$ cat src/rtl/imem_uart_loader_if.sv
// rtl/imem_uart_loader_if.sv - byte stream in, instruction-memory write port out
interface imem_uart_loader_if #(
  parameter int ADDR_WIDTH = 30
);
  logic [7:0]            rx_data;
  logic                  rx_valid;
  logic                  rx_ready;
  logic                  imem_we;
  logic [ADDR_WIDTH-1:0] imem_addr;
  logic [31:0]           imem_wdata;

  // master is the loader; slave is the UART receiver plus instruction memory
  modport master (
    input  rx_data, rx_valid,
    output rx_ready, imem_we, imem_addr, imem_wdata
  );

  modport slave (
    output rx_data, rx_valid,
    input  rx_ready, imem_we, imem_addr, imem_wdata
  );
endinterface

$ cat src/rtl/imem_uart_loader.sv
// rtl/imem_uart_loader.sv - loads a framed big-endian program image from UART into instruction memory
module imem_uart_loader #(
  parameter int          ADDR_WIDTH     = 30,
  parameter int          BASE_ADDR      = 0,
  parameter int          MAX_WORDS      = 4096,
  parameter logic [7:0]  SYNC_BYTE      = 8'hA5,
  parameter int          TIMEOUT_CYCLES = 2_000_000
) (
  input  logic                 clk,
  input  logic                 rst_n,
  imem_uart_loader_if.master   bus,
  output logic                 cpu_hold,
  output logic                 busy,
  output logic                 done,
  output logic                 error,
  output logic [15:0]          words_loaded
);

  localparam int                TW       = $clog2(TIMEOUT_CYCLES + 1);
  localparam logic [TW-1:0]     TMO_LAST = TW'(TIMEOUT_CYCLES - 1);
  localparam logic [16:0]       MAX_W    = 17'(MAX_WORDS);

  typedef enum logic [2:0] {
    S_IDLE, S_CNT_HI, S_CNT_LO, S_DATA, S_WRITE, S_CSUM
  } state_t;

  state_t          state_q, state_d;
  logic [15:0]     count_q;
  logic [1:0]      byte_idx_q;
  logic [7:0]      csum_q;
  logic [TW-1:0]   tmo_q;

  logic        xfer;
  logic        counting;
  logic        tmo_fire;
  logic [15:0] count_full;
  logic        count_over;

  assign xfer       = bus.rx_valid & bus.rx_ready;
  assign counting   = (state_q == S_CNT_HI) || (state_q == S_CNT_LO) ||
                      (state_q == S_DATA)   || (state_q == S_CSUM);
  assign tmo_fire   = counting && !xfer && (tmo_q == TMO_LAST);
  assign count_full = {count_q[15:8], bus.rx_data};
  assign count_over = {1'b0, count_full} > MAX_W;

  always_ff @(posedge clk or negedge rst_n) begin
    if (!rst_n) state_q <= S_IDLE;
    else        state_q <= state_d;
  end

  always_comb begin
    state_d = state_q;
    case (state_q)
      S_IDLE:   if (xfer && bus.rx_data == SYNC_BYTE) state_d = S_CNT_HI;
      S_CNT_HI: if (xfer) state_d = S_CNT_LO;
      S_CNT_LO: if (xfer) begin
        if (count_over)              state_d = S_IDLE;
        else if (count_full == 16'd0) state_d = S_CSUM;
        else                         state_d = S_DATA;
      end
      S_DATA:   if (xfer && byte_idx_q == 2'd3) state_d = S_WRITE;
      S_WRITE:  state_d = (words_loaded + 16'd1 == count_q) ? S_CSUM : S_DATA;
      S_CSUM:   if (xfer) state_d = S_IDLE;
      default:  state_d = S_IDLE;
    endcase
    if (tmo_fire) state_d = S_IDLE;
  end

  always_comb begin
    bus.rx_ready = (state_q != S_WRITE);
    bus.imem_we  = (state_q == S_WRITE);
    busy         = (state_q != S_IDLE);
    cpu_hold     = (state_q != S_IDLE);
  end

  always_ff @(posedge clk or negedge rst_n) begin
    if (!rst_n) begin
      bus.imem_addr  <= ADDR_WIDTH'(BASE_ADDR);
      bus.imem_wdata <= 32'd0;
      count_q        <= 16'd0;
      byte_idx_q     <= 2'd0;
      csum_q         <= 8'd0;
      tmo_q          <= '0;
      done           <= 1'b0;
      error          <= 1'b0;
      words_loaded   <= 16'd0;
    end else begin
      // idle gap counter only runs while a frame is waiting on the receiver
      if (xfer || !counting) tmo_q <= '0;
      else                   tmo_q <= tmo_q + 1'b1;

      case (state_q)
        S_IDLE: if (xfer && bus.rx_data == SYNC_BYTE) begin
          done          <= 1'b0;
          error         <= 1'b0;
          words_loaded  <= 16'd0;
          csum_q        <= 8'd0;
          byte_idx_q    <= 2'd0;
          bus.imem_addr <= ADDR_WIDTH'(BASE_ADDR);
        end
        S_CNT_HI: if (xfer) count_q[15:8] <= bus.rx_data;
        S_CNT_LO: if (xfer) begin
          count_q[7:0] <= bus.rx_data;
          if (count_over) error <= 1'b1;
        end
        S_DATA: if (xfer) begin
          bus.imem_wdata <= {bus.imem_wdata[23:0], bus.rx_data};
          csum_q         <= csum_q + bus.rx_data;
          byte_idx_q     <= byte_idx_q + 2'd1;
        end
        S_WRITE: begin
          words_loaded  <= words_loaded + 16'd1;
          bus.imem_addr <= bus.imem_addr + 1'b1;
        end
        S_CSUM: if (xfer) begin
          if (bus.rx_data == csum_q) done  <= 1'b1;
          else                       error <= 1'b1;
        end
        default: ;
      endcase

      if (tmo_fire) error <= 1'b1;
    end
  end

endmodule

$ cat src/flat_wrapper.sv
// flat-port wrapper written by rule: the top's interface ports become plain ports
module imem_uart_loader_flat 
#(
  parameter int          ADDR_WIDTH     = 30,
  parameter int          BASE_ADDR      = 0,
  parameter int          MAX_WORDS      = 4096,
  parameter logic [7:0]  SYNC_BYTE      = 8'hA5,
  parameter int          TIMEOUT_CYCLES = 2_000_000
)
  (clk, rst_n, cpu_hold, busy, done, error, words_loaded, bus_rx_data, bus_rx_valid, bus_rx_ready, bus_imem_we, bus_imem_addr, bus_imem_wdata);
  imem_uart_loader_if #(.ADDR_WIDTH(ADDR_WIDTH)) bus_i ();
  input  logic clk;
  input  logic rst_n;
  output logic cpu_hold;
  output logic busy;
  output logic done;
  output logic error;
  output logic [15:0] words_loaded;
  input wire logic [$bits(bus_i.rx_data)-1:0] bus_rx_data;
  input wire logic [$bits(bus_i.rx_valid)-1:0] bus_rx_valid;
  output wire logic [$bits(bus_i.rx_ready)-1:0] bus_rx_ready;
  output wire logic [$bits(bus_i.imem_we)-1:0] bus_imem_we;
  output wire logic [$bits(bus_i.imem_addr)-1:0] bus_imem_addr;
  output wire logic [$bits(bus_i.imem_wdata)-1:0] bus_imem_wdata;
  assign bus_i.rx_data = bus_rx_data;
  assign bus_i.rx_valid = bus_rx_valid;
  assign bus_rx_ready = bus_i.rx_ready;
  assign bus_imem_we = bus_i.imem_we;
  assign bus_imem_addr = bus_i.imem_addr;
  assign bus_imem_wdata = bus_i.imem_wdata;
  imem_uart_loader #(.ADDR_WIDTH(ADDR_WIDTH), .BASE_ADDR(BASE_ADDR), .MAX_WORDS(MAX_WORDS), .SYNC_BYTE(SYNC_BYTE), .TIMEOUT_CYCLES(TIMEOUT_CYCLES)) u_core (.clk(clk), .rst_n(rst_n), .bus(bus_i), .cpu_hold(cpu_hold), .busy(busy), .done(done), .error(error), .words_loaded(words_loaded));
endmodule
$ cat config.mk
export PLATFORM = sky130hd
export DESIGN_NAME = imem_uart_loader_flat
export DESIGN_NICKNAME = d
export VERILOG_FILES = /design/src/rtl/imem_uart_loader_if.sv /design/src/rtl/imem_uart_loader.sv /design/src/flat_wrapper.sv
export SDC_FILE = /design/constraint.sdc
export NUM_CORES = 1
export LEC_CHECK = 0
export ABC_AREA = 1
export ABC_CLOCK_PERIOD_IN_PS = 1900
export CORE_ASPECT_RATIO = 1.25
export CORE_UTILIZATION = 30
export CTS_CLUSTER_DIAMETER = 80
export DETAILED_ROUTE_END_ITERATION = 7
export HOLD_SLACK_MARGIN = 0.06
export PLACE_DENSITY_LB_ADDON = 0.3
export SLEW_MARGIN = 10
export SYNTH_ARGS = -nofsm -noshare
export SYNTH_HDL_FRONTEND = slang
export SYNTH_SLANG_ARGS = --single-unit
export TNS_END_PERCENT = 5
$ cat constraint.sdc
create_clock -name clk -period 1.9 [get_ports clk]
set_input_delay 0.475 -clock clk [delete_from_list [all_inputs] [get_ports clk]]
set_output_delay 0.475 -clock clk [all_outputs]
set_load 0.02 [all_outputs]
==> results of run 1 <==
sequential cells by signal (all words and copies together), names as in the netlist:
name	flops
u_core.count_q	16
u_core.done	1
u_core.error	1
u_core.byte_idx_q	2
u_core.bus.imem_wdata	32
u_core.state_q	3
u_core.words_loaded	16
u_core.bus.imem_addr	30
u_core.csum_q	8
u_core.tmo_q	21
worst reg2reg max path, stage by stage, from the launching register on:
cell,delay [ns]
dfrtp_1,0.38
ha_2,0.22
nand2_2,0.09
nor2_4,0.05
buf_4,0.15
nand2_1,0.08
nand2_1,0.07
nand3_1,0.10
inv_1,0.05
nor2_1,0.11
nand2_1,0.07
nor2_2,0.14
nand3_2,0.10
nand2_1,0.08
nand2_1,0.06
nand2_1,0.05
nand2_1,0.04
cells in the final DEF (no fill, tap or decap), types with 5 or more instances in the layout:
master	synthesis	layout
o21ai_1	1	6
nand2_2	2	5
dfrtp_1	130	125
nand4_1	27	27
ha_1	11	5
nor3_1	25	23
buf_4	1	99
dlymetal6s2s_1	0	9
clkbuf_16	0	17
nand3_1	63	58
buf_6	1	6
nand3_2	1	6
mux2i_1	6	6
dlygate4sd2_1	0	66
clkdlybuf4s50_1	0	13
inv_1	103	100
clkinvlp_4	0	5
o21ai_0	61	56
a21oi_1	25	23
dfrtp_2	0	5
nor2_4	3	6
nor4_1	9	6
nor2_2	9	16
buf_12	0	5
xor2_1	7	7
nor2_1	69	59
o22ai_1	11	11
nand2_1	301	298
metal layers:
| layer | vias to the layer above | global-route usage (%) |
|---|---|---|
| met1 | 3182 | 20.8 |
| met2 | 123 | 30.7 |
| li1 | 3423 | - |
| met4 | 0 | 5.95 |
| met5 | - | 0 |
| met3 | 35 | 2.85 |
stage by stage:
step / setup WS, ns / TNS, ns / hold WS [ns]
2_1_floorplan: -0.00520 / -0.00520 / 0.179
5_1_grt: -0.190 / -1.41 / 0.504
6_report: -0.0336 / -0.100 / 0.464
3_5_place_dp: -0.574 / -25.83 / 0.422
4_1_cts: -0.0732 / -0.203 / 0.463
3_3_place_gp: -0.546 / -24.31 / 0.420
worst min-delay path by stage:
stage                          from                        to  slack (ns)  cells past startpoint
global placement              rst_n  u_core.bus.imem_addr[11]        0.42                      1
finish              u_core.tmo_q[0]           u_core.tmo_q[0]        0.46                      1
floorplan                     rst_n   u_core.bus.imem_addr[0]        0.18                      0
CTS                 u_core.tmo_q[0]           u_core.tmo_q[0]        0.46                      1
detailed placement            rst_n   u_core.bus.imem_addr[7]        0.42                      1
global route        u_core.tmo_q[0]           u_core.tmo_q[0]        0.50                      1
layout make-up:
| cell class | count | share of cell area [%] |
|---|---|---|
| clock inverters | 12 | 1.25 |
| flip-flops and latches | 130 | 33.3 |
| clock buffers | 20 | 4.67 |
| well taps | 288 | 3.68 |
| repair buffers | 200 | 17.9 |
| multi-input cells | 667 | 35.1 |
| inverters | 106 | 4.08 |
repair_timing:
action,CTS,global route
hold endpoints to repair,34,0
resized for setup,98,55
hold buffers,1,0
gates cloned,0,0
setup buffers,1,0
pin swaps,1,4
endpoints found under the setup margin,88,41
power breakdown:
part	internal [mW]	leakage [nW]	switching [mW]
Sequential	3.69	1.63	0.830
Clock	1.90	0.268	1.35
Combinational	2.76	3.07	3.71
cells by family (layout without fill, tap and decap cells):
group	after synthesis	after routing	synth area share (%)
AOI/OAI and AO/OA	118	118	9.49
xor gates and xnor gates	9	9	1.13
adders and majority gates	12	12	2.26
buffers and inverters	126	338	7.06
DFF	130	130	46.6
muxes	6	6	0.860
and+or+nand+nor	522	522	32.6
==> results by group, run 1 <==
Logic synthesis
  • Ys async rst share: 100%
  • Synth Area per Inst: 7.57 um2
  • Distinct cells, synth: 40
  • Post-synthesis cell area: 0.00699 mm2
  • Number of synthesized flops with an enable pin: 0
  • Largest area contributor in the netlist: dfrtp_1
  • Top post-synthesis cells by area: dfrtp_1, nand2_1, inv_1, nand3_1, o21ai_0
  • Yosys reg bits: 130
  • Most common cell in the synthesized netlist: nand2_1
  • Yosys warns: 0
  • Syn Inst Count: 923
  • Syn nets: approximately 950
  • Synth top area share: 46.6%
  • Post-synthesis sequential area ratio: 46.6%
  • Post-synth top cells: nand2_1, dfrtp_1, inv_1
  • Main synth FF type: dfrtp_1

Global routing
  • Antenna violations before repair: 0
  • Largest net degree at the start of global routing: 44
  • GRT Total Usage: 17.2%
  • First-pass GRT wire length: 32,700 um
  • Grt ovf: 0
  • Vias in the first global route: around 6.6k

Power and ir drop
  • PD cells: 1460 mW/mm2
  • Pleak: about 5.0 nW
  • Worst VDD drop: 0.669 mV
  • Pwr Total: 14.2 mW

Critical path
  • Worst setup SP type: register
  • Critical path fanouts, max: 3
  • Critical path cell sequence: nor2_2, buf_4, inv_2, nor2_4, inv_2, buf_2
  • Worst Setup SP: u_core.state_q[0]
  • CP delay by family, top: flip-flops
  • Most common cell on crit path: inv_2
  • FF-to-FF setup slack: -0.03 ns
  • FF-to-FF Start: u_core.words_loaded[0]
  • Crit path DAT: 1.46 ns
  • Stages on worst setup path: 6
  • Critical Path RT: 1.42 ns
  • CP peak stage delay: 0.40 ns
  • R2r worst-path depth: 16
  • FF-to-FF End: u_core.state_q[1]
  • Buf+Inv Stages, Crit Path: 4
  • Critical Path Sink: busy
  • Nature of the critical path endpoint: output port
  • Slowest-stage cell, CP: dfrtp_1
  • WS Path Type: register to output port

Timing
  • RSZ-0062 raised after global routing: true
  • Setup slack after layout: -0.0336 ns
  • Final Hold Vio Count: 0
  • Setup Skew: between 0.009 and 0.01 ns
  • Slew HR: 71.6%
  • Max-slew violations: 0
  • Final setup violating endpoints: 5
  • Tightest Pin Transition: 0.422 ns
  • Fmax: 0.517 GHz
  • Tmin final: 1.93 ns
  • Period utilization: 102%

Floorplanning
  • Starting Density: between 30% and 40%
  • Full die area: 0.0239 mm2
  • Core area: 0.0229 mm2
  • FP Rows: 62
  • Die span in x: approximately 140 um
  • Die Ht: 173 um
  • # IOs: 95

Cells and area
  • # diodes: 0
  • Final Instance Area: 0.00978 mm2
  • Register area: roughly 0.0033 mm2
  • Area delta synth->final: 40.0%
  • Final #Nets: 1,145
  • Share of post-route cells with drive strength above 1: 18.6%
  • Fill cells: around 2.3k
  • Area of the multi-input gates: 0.00344 mm2
  • Post-layout util: 42.7%
  • Final std cells w/o fill: about 1.4k

Routing
  • Vias: 6,763
  • Vias per cell: 4.75
  • DRC: 10
  • Met2 wire len: 10,100 um
  • Detailed Route WL: 19,800 um
  • Drt initial violations: 391
  • Post-route ant nets: 0
  • Met3 WL: slightly above 600 um
  • DR WL/cell: around 14 um
  • Top Metal Used: met4
  • Wl on met1: 8590 um
  • Pre-antenna DRT Iters: 8

Run status
  • Status: complete, but fails checks
  • Failing checks: design-rule violations, negative setup slack

CTS
  • Clk sinks: 130
  • CTS tree: done
  • Num CTS Buffers: 17
  • Root buf cell: clkbuf_16
  • Worst-path clk slew: approximately 0.060 ns
  • H-tree Lvls: 4
  • Clock latency at the later pin of the worst-skew pair: ~0.42 ns
  • CTS Buffer Depth: 2

Placed design
  • Placed instance area: 0.00904 mm2
  • DP HPWL: between 10,000 and 15,000 um
  • DP Cell Count: around 1.4k
  • Number of port buffers: 94
  • GP Congestion: 0.906

Min path
  • Worst hold path type: register to register

Job
  • Max-Cap Viols: 0
Note: power is estimated with default switching activity, not from simulation.
==> run 2, diff against run 1 <==
Settings changed: REMOVE_ABC_BUFFERS set to 1.
==> results by group, run 2 (synthesized netlist as in run 1, its figures left out) <==
Timing
  • Final hold slack: 0.475 ns (was 0.464 ns)
  • Fmax: 0.499 GHz (was 0.517 GHz)
  • Setup Skew: 0.00935 ns (was 0.00914 ns)
  • Setup slack after layout: -0.105 ns (was -0.0336 ns)
  • Final setup violating endpoints: 6 (was 5)
  • RSZ-0062 raised after global routing: true (unchanged)
  • Period utilization: 106% (was 102%)
  • Slew HR: 69.2% (was 71.6%)
  • Tmin final: 2.01 ns (was 1.93 ns)
  • Fin Setup TNS: -0.320 ns (was -0.100 ns)
  • Final Hold Vio Count: 0 (unchanged)
  • Tightest Pin Transition: 0.458 ns (was 0.422 ns)
  • Max-slew violations: 0 (unchanged)

Routing
  • Post-route ant nets: 0 (unchanged)
  • Drt initial violations: 445 (was 391)
  • Pre-antenna DRT Iters: 7 (was 8)
  • Vias per cell: 4.80 (was 4.75)
  • Vias: 6,889 (was 6,763)
  • DR WL/cell: 14.1 um (was 13.9 um)
  • Detailed Route WL: 20,300 um (was 19,800 um)
  • DRC: 24 (was 10)

Global routing
  • Vias in the first global route: 6,673 (was 6,565)
  • Largest net degree at the start of global routing: 44 (unchanged)
  • GRT Total Usage: 17.4% (was 17.2%)
  • First-pass GRT wire length: 33,000 um (was 32,700 um)
  • Grt ovf: 0 (unchanged)
  • Antenna violations before repair: 0 (unchanged)

Critical path
  • Critical Path RT: 1.42 ns (about the same)
  • CP delay by family, top: buffers and inverters (was flip-flops)
  • Stages on worst setup path: 7 (was 6)
  • Worst Setup SP: u_core.state_q[0] (unchanged)
  • Buf+Inv Stages, Crit Path: 5 (was 4)
  • Critical path cell sequence: nor2_4, buf_6, buf_6, inv_4, nor2_4, inv_2, buf_6 (was nor2_2, buf_4, inv_2, nor2_4, inv_2, buf_2)
  • Crit path DAT: 1.53 ns (was 1.46 ns)
  • WS Path Type: register to output port (unchanged)
  • Worst setup SP type: register (unchanged)
  • FF-to-FF setup slack: -0.04 ns (was -0.03 ns)
  • R2r worst-path depth: 15 (was 16)
  • Nature of the critical path endpoint: output port (unchanged)
  • Critical path fanouts, max: 3 (unchanged)
  • Slowest-stage cell, CP: dfrtp_1 (unchanged)
  • CP peak stage delay: 0.41 ns (was 0.40 ns)
  • Critical Path Sink: busy (unchanged)
  • FF-to-FF Start: u_core.words_loaded[1] (was u_core.words_loaded[0])
  • FF-to-FF End: u_core.state_q[2] (was u_core.state_q[1])
  • Most common cell on crit path: buf_6 (was inv_2)

Floorplanning
  • Core area: 0.0229 mm2 (unchanged)
  • Die Ht: 173 um (unchanged)
  • FP Rows: 62 (unchanged)
  • # IOs: 95 (unchanged)
  • Full die area: 0.0239 mm2 (unchanged)
  • Starting Density: 30.5% (unchanged)
  • Die span in x: 138 um (unchanged)

CTS
  • Root buf cell: clkbuf_16 (unchanged)
  • Num CTS Buffers: 17 (unchanged)
  • CTS tree: done (unchanged)
  • Clk sinks: 130 (unchanged)
  • Clock latency at the later pin of the worst-skew pair: 0.41 ns (was 0.42 ns)
  • H-tree Lvls: 4 (unchanged)
  • Worst-path clk slew: 0.06 ns (about the same)
  • CTS Buffer Depth: 2 (unchanged)

Job
  • Max-Cap Viols: 0 (unchanged)

Cells and area
  • Most frequent cells in the layout: nand2_1, dfrtp_1, buf_4 (was nand2_1, dfrtp_1, inv_1)
  • # diodes: 0 (unchanged)
  • Commonest non-fill, non-tap cell in the layout: nand2_1 (unchanged)
  • Max reg flops: 32 (unchanged)
  • Area delta synth->final: 44.7% (was 40.0%)
  • Share of post-route cells with drive strength above 1: 22.0% (was 18.6%)
  • Top reg by flops: u_core.bus.imem_wdata (unchanged)
  • Largest regs: u_core.bus.imem_wdata (32), u_core.bus.imem_addr (30), u_core.tmo_q (21) (unchanged)
  • Final std cells w/o fill: 1,434 (was 1,423)
  • Post-layout util: 44.2% (was 42.7%)
  • Final #Nets: 1,157 (was 1,145)

Placed design
  • DP HPWL: 14,800 um (was 14,700 um)
  • Number of port buffers: 94 (unchanged)
  • GP Congestion: 0.843 (was 0.906)
  • DP Cell Count: 1,391 (was 1,389)

Run status
  • Status: complete, but fails checks (unchanged)
  • Failing checks: design-rule violations, negative setup slack (unchanged)

Power and ir drop
  • Pleak: 5.16 nW (was 4.97 nW)
  • Worst VDD drop: 0.744 mV (was 0.669 mV)
  • PD cells: 1480 mW/mm2 (was 1460 mW/mm2)

Min path
  • Worst hold path type: register to register (unchanged)
==> run 2: worst min-delay path by stage <==
stage               slack, ns                      from                   endpoint  depth (start not counted)
detailed placement       0.44                     rst_n  u_core.bus.imem_wdata[12]                          1
global placement         0.44                     rst_n  u_core.bus.imem_wdata[12]                          1
finish                   0.48           u_core.tmo_q[0]            u_core.tmo_q[0]                          1
CTS                      0.48           u_core.tmo_q[0]            u_core.tmo_q[0]                          1
floorplan                0.18                     rst_n    u_core.bus.imem_addr[0]                          0
global route             0.50  u_core.bus.imem_addr[29]   u_core.bus.imem_addr[29]                          1
==> run 2: layout make-up <==
type / count / area [um2]
Inverter: 106 / 404
Clock buffer: 22 / 474
Tap cell: 288 / 360
Clock inverter: 9 / 130
Timing Repair Buffer: 212 / 1890
Multi-Input combinational cell: 667 / 3590
Fill cell: 2251 / 12800
Sequential cell: 130 / 3260
==> run 2: worst reg2reg max path: stages, from the launching register on <==
cell and delay [ns]:
dfrtp_1 0.41, ha_4 0.19, nand2_4 0.06, nor2_4 0.11, buf_6 0.14, nand2_4 0.05
nand3b_1 0.12, buf_4 0.13, nand3_2 0.06, nor2_1 0.12, nand3_1 0.12, nor2_1 0.10
nand3_1 0.09, nand2_1 0.08, nand2_1 0.05, nand2_1 0.05
==> run 2: power by group <==
| group | internal [mW] | leakage, nW | switching (mW) |
|---|---|---|---|
| Combinational | 3.00 | 3.24 | 3.98 |
| Sequential | 3.69 | 1.63 | 0.893 |
| Clock | 2.16 | 0.284 | 1.22 |
==> run 2: per-stage QoR <==
stage                     total power, mW  area (um2)  setup slack [ns]
after floorplan                      7.96        6890            -0.433
after global placement               11.2        9050            -0.536
after detailed placement             11.3        9050            -0.576
after CTS                            14.5        9670           -0.0974
after global routing                 16.0       10100            -0.206
final                                14.9       10100            -0.105
==> run 2: routing by layer <==
| metal | part of all wire, % | global-route usage, % |
|---|---|---|
| met3 | 3.7 | 3.07 |
| met5 | 0 | 0 |
| met4 | 2.4 | 6.88 |
| met1 | 41 | 19.7 |
| met2 | 53 | 32.1 |
==> run 2: what timing repair did <==
| action | CTS | global route |
|---|---|---|
| setup buffers | 2 | 8 |
| pin swaps | 4 | 32 |
| hold buffers | 1 | 0 |
| hold endpoints to repair | 37 | 0 |
| cloned | 0 | 1 |
| gates resized for setup | 109 | 104 |
| endpoints found under the setup margin | 91 | 86 |
